## src/rtl/uart_loader_pkg.sv

```systemverilog
// Shared definitions for the SPC image UART loader: frame FSM encoding,
// protocol bytes, the write payload type and the baud divisor helper.
package uart_loader_pkg;

  localparam int unsigned BYTE_W = 8;
  localparam int unsigned ADDR_W = 17;

  localparam logic [3:0] ST_IDLE = 4'd0;
  localparam logic [3:0] ST_SYNC = 4'd1;
  localparam logic [3:0] ST_LEN0 = 4'd2;
  localparam logic [3:0] ST_LEN1 = 4'd3;
  localparam logic [3:0] ST_LEN2 = 4'd4;
  localparam logic [3:0] ST_DATA = 4'd5;
  localparam logic [3:0] ST_CSUM = 4'd6;
  localparam logic [3:0] ST_DONE = 4'd7;
  localparam logic [3:0] ST_FAIL = 4'd8;

  localparam logic [7:0] SYNC_BYTE = 8'h53;
  localparam logic [7:0] ACK       = 8'h06;
  localparam logic [7:0] NAK       = 8'h15;

  typedef struct packed {
    logic [ADDR_W-1:0] addr;
    logic [BYTE_W-1:0] data;
  } spc_wr_t;

  // Rounded clock cycles per UART bit
  function automatic int unsigned calc_div(input int unsigned clk_freq,
                                           input int unsigned baud);
    return (clk_freq + baud / 2) / baud;
  endfunction

endpackage

```

## src/rtl/uart_rx.sv

```systemverilog
// 8N1 UART receiver: 2-flop synchronizer, mid-bit sampling, glitch reject,
// one-cycle valid strobe the cycle after the stop-bit sample.
module uart_rx #(
  parameter int unsigned DIV = 215
) (
  input  logic       clk,
  input  logic       reset,
  input  logic       rxd,
  output logic [7:0] data,
  output logic       valid,
  output logic       frame_err
);

  localparam int unsigned TMR_W = $clog2(DIV);
  localparam int unsigned HALF  = DIV / 2;

  localparam logic [1:0] RX_IDLE  = 2'd0;
  localparam logic [1:0] RX_START = 2'd1;
  localparam logic [1:0] RX_DATA  = 2'd2;
  localparam logic [1:0] RX_STOP  = 2'd3;

  logic             rxd_meta, rxd_sync, rxd_prev;
  logic [1:0]       state, state_next;
  logic [TMR_W-1:0] timer, timer_next;
  logic [2:0]       bit_cnt, bit_cnt_next;
  logic [7:0]       shreg, shreg_next;
  logic             valid_next, frame_err_next;

  assign data = shreg;

  // Synchronizer plus edge-detect history, idle high
  always_ff @(posedge clk) begin
    if (reset) begin
      rxd_meta <= 1'b1;
      rxd_sync <= 1'b1;
      rxd_prev <= 1'b1;
    end else begin
      rxd_meta <= rxd;
      rxd_sync <= rxd_meta;
      rxd_prev <= rxd_sync;
    end
  end

  always_ff @(posedge clk) begin
    if (reset) begin
      state     <= RX_IDLE;
      timer     <= '0;
      bit_cnt   <= '0;
      shreg     <= '0;
      valid     <= 1'b0;
      frame_err <= 1'b0;
    end else begin
      state     <= state_next;
      timer     <= timer_next;
      bit_cnt   <= bit_cnt_next;
      shreg     <= shreg_next;
      valid     <= valid_next;
      frame_err <= frame_err_next;
    end
  end

  always_comb begin
    state_next     = state;
    timer_next     = timer + TMR_W'(1);
    bit_cnt_next   = bit_cnt;
    shreg_next     = shreg;
    valid_next     = 1'b0;
    frame_err_next = 1'b0;
    case (state)
      RX_IDLE: begin
        timer_next = '0;
        if (rxd_prev && !rxd_sync) state_next = RX_START;
      end
      RX_START: begin
        if (timer == TMR_W'(HALF - 1)) begin
          timer_next   = '0;
          bit_cnt_next = '0;
          state_next   = rxd_sync ? RX_IDLE : RX_DATA;
        end
      end
      RX_DATA: begin
        if (timer == TMR_W'(DIV - 1)) begin
          timer_next   = '0;
          shreg_next   = {rxd_sync, shreg[7:1]};
          bit_cnt_next = bit_cnt + 3'd1;
          if (bit_cnt == 3'd7) state_next = RX_STOP;
        end
      end
      default: begin
        if (timer == TMR_W'(DIV - 1)) begin
          valid_next     = rxd_sync;
          frame_err_next = !rxd_sync;
          state_next     = RX_IDLE;
        end
      end
    endcase
  end

endmodule

```

## src/rtl/uart_spc_loader.sv

```systemverilog
// UART loader for an SPC/ARAM image: 'S', 17-bit length, payload, checksum.
// Define UART_LOADER_ACK_EN to send ACK/NAK on uart_txd at frame end.
module uart_spc_loader
  import uart_loader_pkg::*;
#(
  parameter int unsigned CLK_FREQ    = 24_750_000,
  parameter int unsigned BAUD        = 115200,
  parameter int unsigned GAP_TIMEOUT = 24_750_000
) (
  input  logic        clk,
  input  logic        reset,
  input  logic        start,
  input  logic        uart_rxd,
  output logic        uart_txd,
  output logic [7:0]  dout,
  output logic [16:0] addr,
  output logic        dout_valid,
  output logic        done,
  output logic        fail
);

  localparam int unsigned DIV   = calc_div(CLK_FREQ, BAUD);
  localparam int unsigned GAP_W = $clog2(GAP_TIMEOUT + 1);

  logic [7:0] rx_data;
  logic       rx_valid, rx_ferr;

  uart_rx #(.DIV(DIV)) u_rx (
    .clk       (clk),
    .reset     (reset),
    .rxd       (uart_rxd),
    .data      (rx_data),
    .valid     (rx_valid),
    .frame_err (rx_ferr)
  );

  logic [3:0]        state, state_next;
  logic [ADDR_W-1:0] length, length_next;
  logic [7:0]        csum, csum_next;
  logic [GAP_W-1:0]  gap_cnt, gap_next;
  spc_wr_t           wr_q, wr_next;
  logic              dout_valid_next, done_next, fail_next;
  logic              in_frame;

  assign dout = wr_q.data;
  assign addr = wr_q.addr;

  always_ff @(posedge clk) begin
    if (reset) begin
      state      <= ST_IDLE;
      length     <= '0;
      csum       <= '0;
      gap_cnt    <= '0;
      wr_q       <= '0;
      dout_valid <= 1'b0;
      done       <= 1'b0;
      fail       <= 1'b0;
    end else begin
      state      <= state_next;
      length     <= length_next;
      csum       <= csum_next;
      gap_cnt    <= gap_next;
      wr_q       <= wr_next;
      dout_valid <= dout_valid_next;
      done       <= done_next;
      fail       <= fail_next;
    end
  end

  // Offset advances the cycle after its strobe so addr qualifies dout
  always_comb begin
    state_next      = state;
    length_next     = length;
    csum_next       = csum;
    gap_next        = '0;
    wr_next         = wr_q;
    dout_valid_next = 1'b0;
    in_frame        = (state >= ST_LEN0) && (state <= ST_CSUM);

    if (start) begin
      state_next  = ST_SYNC;
      length_next = '0;
      csum_next   = '0;
      wr_next     = '0;
    end else begin
      if (in_frame) gap_next = gap_cnt + GAP_W'(1);
      if (dout_valid) begin
        wr_next.addr = wr_q.addr + ADDR_W'(1);
        if (wr_q.addr + ADDR_W'(1) == length) state_next = ST_CSUM;
      end
      if (in_frame && (rx_ferr || gap_cnt == GAP_W'(GAP_TIMEOUT))) begin
        state_next = ST_FAIL;
      end else if (rx_valid) begin
        gap_next = '0;
        case (state)
          ST_SYNC: if (rx_data == SYNC_BYTE) state_next = ST_LEN0;
          ST_LEN0: begin
            length_next[7:0] = rx_data;
            state_next       = ST_LEN1;
          end
          ST_LEN1: begin
            length_next[15:8] = rx_data;
            state_next        = ST_LEN2;
          end
          ST_LEN2: begin
            length_next[16] = rx_data[0];
            if (rx_data[7:1] != 7'd0 || {rx_data[0], length[15:0]} == 17'd0)
              state_next = ST_FAIL;
            else
              state_next = ST_DATA;
          end
          ST_DATA: begin
            wr_next.data    = rx_data;
            dout_valid_next = 1'b1;
            csum_next       = csum + rx_data;
          end
          ST_CSUM: state_next = (rx_data == csum) ? ST_DONE : ST_FAIL;
          default: ;
        endcase
      end
    end

    done_next = (state_next == ST_DONE);
    fail_next = (state_next == ST_FAIL);
  end

`ifdef UART_LOADER_ACK_EN
  localparam int unsigned TMR_W = $clog2(DIV);

  logic             tx_active, tx_active_next;
  logic [9:0]       tx_shreg, tx_shreg_next;
  logic [3:0]       tx_cnt, tx_cnt_next;
  logic [TMR_W-1:0] tx_timer, tx_timer_next;
  logic             txd_next, ack_fire;

  assign ack_fire = (state_next == ST_DONE && state != ST_DONE) ||
                    (state_next == ST_FAIL && state != ST_FAIL);

  always_ff @(posedge clk) begin
    if (reset) begin
      tx_active <= 1'b0;
      tx_shreg  <= '1;
      tx_cnt    <= '0;
      tx_timer  <= '0;
      uart_txd  <= 1'b1;
    end else begin
      tx_active <= tx_active_next;
      tx_shreg  <= tx_shreg_next;
      tx_cnt    <= tx_cnt_next;
      tx_timer  <= tx_timer_next;
      uart_txd  <= txd_next;
    end
  end

  // Acknowledge runs to completion regardless of start
  always_comb begin
    tx_active_next = tx_active;
    tx_shreg_next  = tx_shreg;
    tx_cnt_next    = tx_cnt;
    tx_timer_next  = tx_timer;
    txd_next       = 1'b1;
    if (!tx_active) begin
      if (ack_fire) begin
        tx_active_next = 1'b1;
        tx_shreg_next  = {1'b1, (state_next == ST_DONE) ? ACK : NAK, 1'b0};
        tx_cnt_next    = '0;
        tx_timer_next  = '0;
      end
    end else begin
      txd_next = tx_shreg[0];
      if (tx_timer == TMR_W'(DIV - 1)) begin
        tx_timer_next = '0;
        tx_shreg_next = {1'b1, tx_shreg[9:1]};
        tx_cnt_next   = tx_cnt + 4'd1;
        if (tx_cnt == 4'd9) begin
          tx_active_next = 1'b0;
          txd_next       = 1'b1;
        end
      end else begin
        tx_timer_next = tx_timer + TMR_W'(1);
      end
    end
  end
`else
  assign uart_txd = 1'b1;
`endif

endmodule

```

## config.mk

```make
export PLATFORM = sky130hd
export DESIGN_NAME = uart_spc_loader
export DESIGN_NICKNAME = d
export VERILOG_FILES = /design/src/rtl/uart_loader_pkg.sv /design/src/rtl/uart_rx.sv /design/src/rtl/uart_spc_loader.sv
export SDC_FILE = /design/constraint.sdc
export NUM_CORES = 1
export LEC_CHECK = 0
export CORE_UTILIZATION = 54
export CTS_CLUSTER_SIZE = 12
export DETAILED_ROUTE_END_ITERATION = 12
export PLACE_DENSITY = 0.76
export SLEW_MARGIN = 30
export SYNTH_ARGS = -nofsm -noshare
export SYNTH_HDL_FRONTEND = slang
export SYNTH_SLANG_ARGS = --single-unit
```

## constraint.sdc

```tcl
create_clock -name clk -period 2.39 [get_ports clk]
set_input_delay 0.5975 -clock clk [delete_from_list [all_inputs] [get_ports clk]]
set_output_delay 0.5975 -clock clk [all_outputs]
set_load 0.02 [all_outputs]
```

==> results.cfg <==
[sta]
final_hold_viol_count = 0
setup_slack_ps = -27.0
max_freq_mhz = 414
tightest_slew_ps = 544
final_setup_violating_endpoints = 1
final_setup_skew_ps = 9.44
max_slew_margin = 0.637
final_min_period_over_clock_period = 1.01
period_needed_ps = 2420
unrepaired_setup_endpoints_after_global_routing = true
timing.final.max_slew_violations = 0
timing.hold.ws_ps = 417

[global_route]
antenna_found_initial = 0
total_overflow_reported_by_the_global_router = 0
pin_count_of_the_biggest_net_entering_global_routing = 36
global_route.usage.total = 0.248
grt_pass1_wl_mm = 21.8
number_of_global_route_vias_before_repair = 4765

[placed_design]
dpl.hpwl_mm = 9.82
io_buffer_count = 31
place_congestion = 0.940
dp_worst_setup_slack_ps = -115
placed_cell_area_um2 = 6440

[yosys]
share_of_synthesized_cell_area_in_full_adder_half_adder_and_majority_cells = 0.0430
compound_gate_portion_of_the_synthesized_area = 0.0991
synth_top_family_by_area = simple AND/OR/NAND/NOR gates
synth-seq-cells = 108
synthesis.area_um2 = 5710
post_synth_and_or_nand_nor_area_fraction = 0.263
yosysSeqAreaShare = 0.379
synth-edff-count = 0
synthesis.area_per_instance_um2 = 8.75
synth_flop_cell = dfxtp_1
ys_warn_count = 0
post_synth_inst_count = 652
synth_cell_type_count = 72
synth_fp_nets = 675
synth-xor-area-share = 0.0998
multiplexer_fraction_of_the_synthesized_cell_area = 0.0702
async_reset_ff_frac = 0

[detailed_routing]
route.vias.total = 4881
remaining_drc_errors = 0
detail_route.wirelength_mm = 13.1
drtIter0Drc = 202
drt.antenna.violating_nets = 0
average_wire_length_per_cell_after_detail_routing_um = 15.3
dr.pass1.iters = 4
post_drt_via_cell_ratio = 5.67

[floorplanning]
floorplan.die.width_um = 105
dieArea_um2 = 11000
dieHeight_um = 105
initial_core_util = 0.555
top_level_i_o_count = 33
coreArea_um2 = 10300
placement_rows = 37

[pwr]
leakage_nw = 2.53
power_mw = 3.02
power_per_standard_cell_area_nw_per_um2 = 445
ir_drop_v = 0.000327

[critical_path]
critical_path.max_fanout = 8
crit_arrival_ps = 2710
worstSetupStartpointType = register
cp_data_required_time_ps = 2680
critPathKind = register to register
timing.critical_path.to_type = register

[final_layout]
final_design_area_no_fill_um2 = 6780
design.final.nets = 743
most_common_library_cell_in_the_layout_ignoring_fill_and_taps = nor2_1
area_growth_pct = 18.8
drive_gt1_frac = 0.164
mostFrequentLayoutCells = 118 x nor2_1, 98 x dfxtp_1, 58 x buf_4, 40 x mux2i_1, 35 x xor2_1
antenna_cells = 0

[clocking]
cts_hold_buffers = 0
tritoncts_num_sinks = 108
clock_path_buffers = 2
cts.root.buffer_cell = clkbuf_8
cts_buffers = 9
clk_transition_reported_paths_ps = 100
tritoncts = yes
cts_htree_levels = 3
clock_latency_ps = 380

[outcome]
status = complete, but fails checks
violations = negative setup slack

[worst_hold_path]
worstHoldPathType = register to register

[run]
max-cap-violations = 0
[state kept, by name (all words and copies together), names as in the netlist]
signal	flops
addr	17
csum	8
done	1
dout	8
dout_valid	1
fail	1
gap_cnt	25
length	17
state	4
u_rx.bit_cnt	3
u_rx.data	8
u_rx.frame_err	1
u_rx.rxd_meta	1
u_rx.rxd_prev	1
u_rx.rxd_sync	1
u_rx.state	2
u_rx.timer	8
u_rx.valid	1
[synthesized netlist by cell type, drive strengths merged (2+ instances only)]
| cell type | count | area share |
|---|---|---|
| nand4 | 13 | 0.020 |
| dfxtp | 108 | 0.38 |
| nor4b | 2 | 0.0042 |
| o31ai | 5 | 0.0066 |
| nor4 | 10 | 0.014 |
| inv | 23 | 0.015 |
| o2111a | 2 | 0.0042 |
| a211oi | 4 | 0.0053 |
| nor4bb | 2 | 0.0035 |
| a21boi | 2 | 0.0026 |
| nand3 | 26 | 0.025 |
| or4b | 2 | 0.0035 |
| nor3b | 7 | 0.0092 |
| a2111oi | 2 | 0.0033 |
| ha | 18 | 0.039 |
| clkbuf | 22 | 0.014 |
| a21o | 2 | 0.0029 |
| a31oi | 8 | 0.0088 |
| nor2b | 4 | 0.0044 |
| o21a | 2 | 0.0026 |
| or3 | 8 | 0.0088 |
| o21bai | 2 | 0.0026 |
| or4 | 5 | 0.0066 |
| a211o | 2 | 0.0031 |
| o2111ai | 2 | 0.0031 |
| nand2 | 29 | 0.019 |
| and2 | 9 | 0.0099 |
| nor2 | 118 | 0.078 |
| nand2b | 2 | 0.0022 |
| xor2 | 35 | 0.054 |
| mux2i | 40 | 0.070 |
| o21ai | 13 | 0.012 |
| nor3 | 20 | 0.018 |
| and4 | 6 | 0.0092 |
| xnor2 | 30 | 0.046 |
| and3 | 12 | 0.013 |
| or2 | 7 | 0.0077 |
| a21oi | 13 | 0.011 |
| nand4b | 2 | 0.0031 |
| a22o | 2 | 0.0031 |
| buf | 12 | 0.015 |
[kinds of logic after synthesis]
group,count (synthesis)
flops,108
other cells,1
compound gates,75
simple gates,287
xor+xnor,65
mux,40
buf+inv,57
fa+ha+maj,19
[per-layer routing]
layer,vias to the layer above,part of all wire,global-route usage
met1,2329,0.43,0.283
met3,31,0.034,0.0405
met4,0,0.030,0.125
met5,-,0,0
li1,2416,-,-
met2,105,0.51,0.446
[metrics by stage]
step / cells / TNS [ps] / utilization
after floorplan: 652 / 0 / -
after detailed placement: 837 / -501 / 0.627
after global placement: 837 / -48.3 / 0.627
after global routing: 861 / -302 / 0.659
final: 861 / -27.0 / 0.659
after CTS: 859 / -56.1 / 0.652
[final timing paths]
kind,startpoint,to,slack (ps),depth (start not counted)
max,addr[0]$_SDFFE_PP0P_,done$_SDFF_PP0_,-30,8
max reg2reg,addr[0]$_SDFFE_PP0P_,done$_SDFF_PP0_,-30,8
min,u_rx.rxd_meta$_SDFF_PP1_,u_rx.rxd_sync$_SDFF_PP1_,420,1
min reg2reg,u_rx.rxd_meta$_SDFF_PP1_,u_rx.rxd_sync$_SDFF_PP1_,420,1
[critical path, cell delays in order (launching register included)]
cell	delay, ps
dfxtp_4	370
ha_4	180
and4_2	310
o21ai_0	200
o311ai_0	210
a211oi_2	290
o2111a_2	340
a41oi_4	140
nor4b_2	290
[timing repair]
| item | in CTS | in global routing |
|---|---|---|
| setup buffers | 6 | 2 |
| endpoints found under the hold margin | 0 | 0 |
| endpoints found under the setup margin | 19 | 39 |
| gates resized for setup | 7 | 14 |
| cloned | 0 | 0 |
| pin swaps | 6 | 5 |
[where the power goes]
group,total [mW],leakage (nW),switching [mW],internal [mW]
clock,1.04,0.0901,0.626,0.412
combinational,0.151,1.57,0.0898,0.0615
sequential,1.83,0.876,0.0165,1.81
[area by class of cell]
type                            count  area [um2]
Tap cell                          136         170
Multi-Input combinational cell    487        3380
Sequential cell                   108        2180
Inverter                           23        86.3
Clock inverter                      5        35.0
Timing Repair Buffer               91         786
Fill cell                         876        3500
Clock buffer                       11         141
No activity file was read; power rests on OpenSTA's default activity.
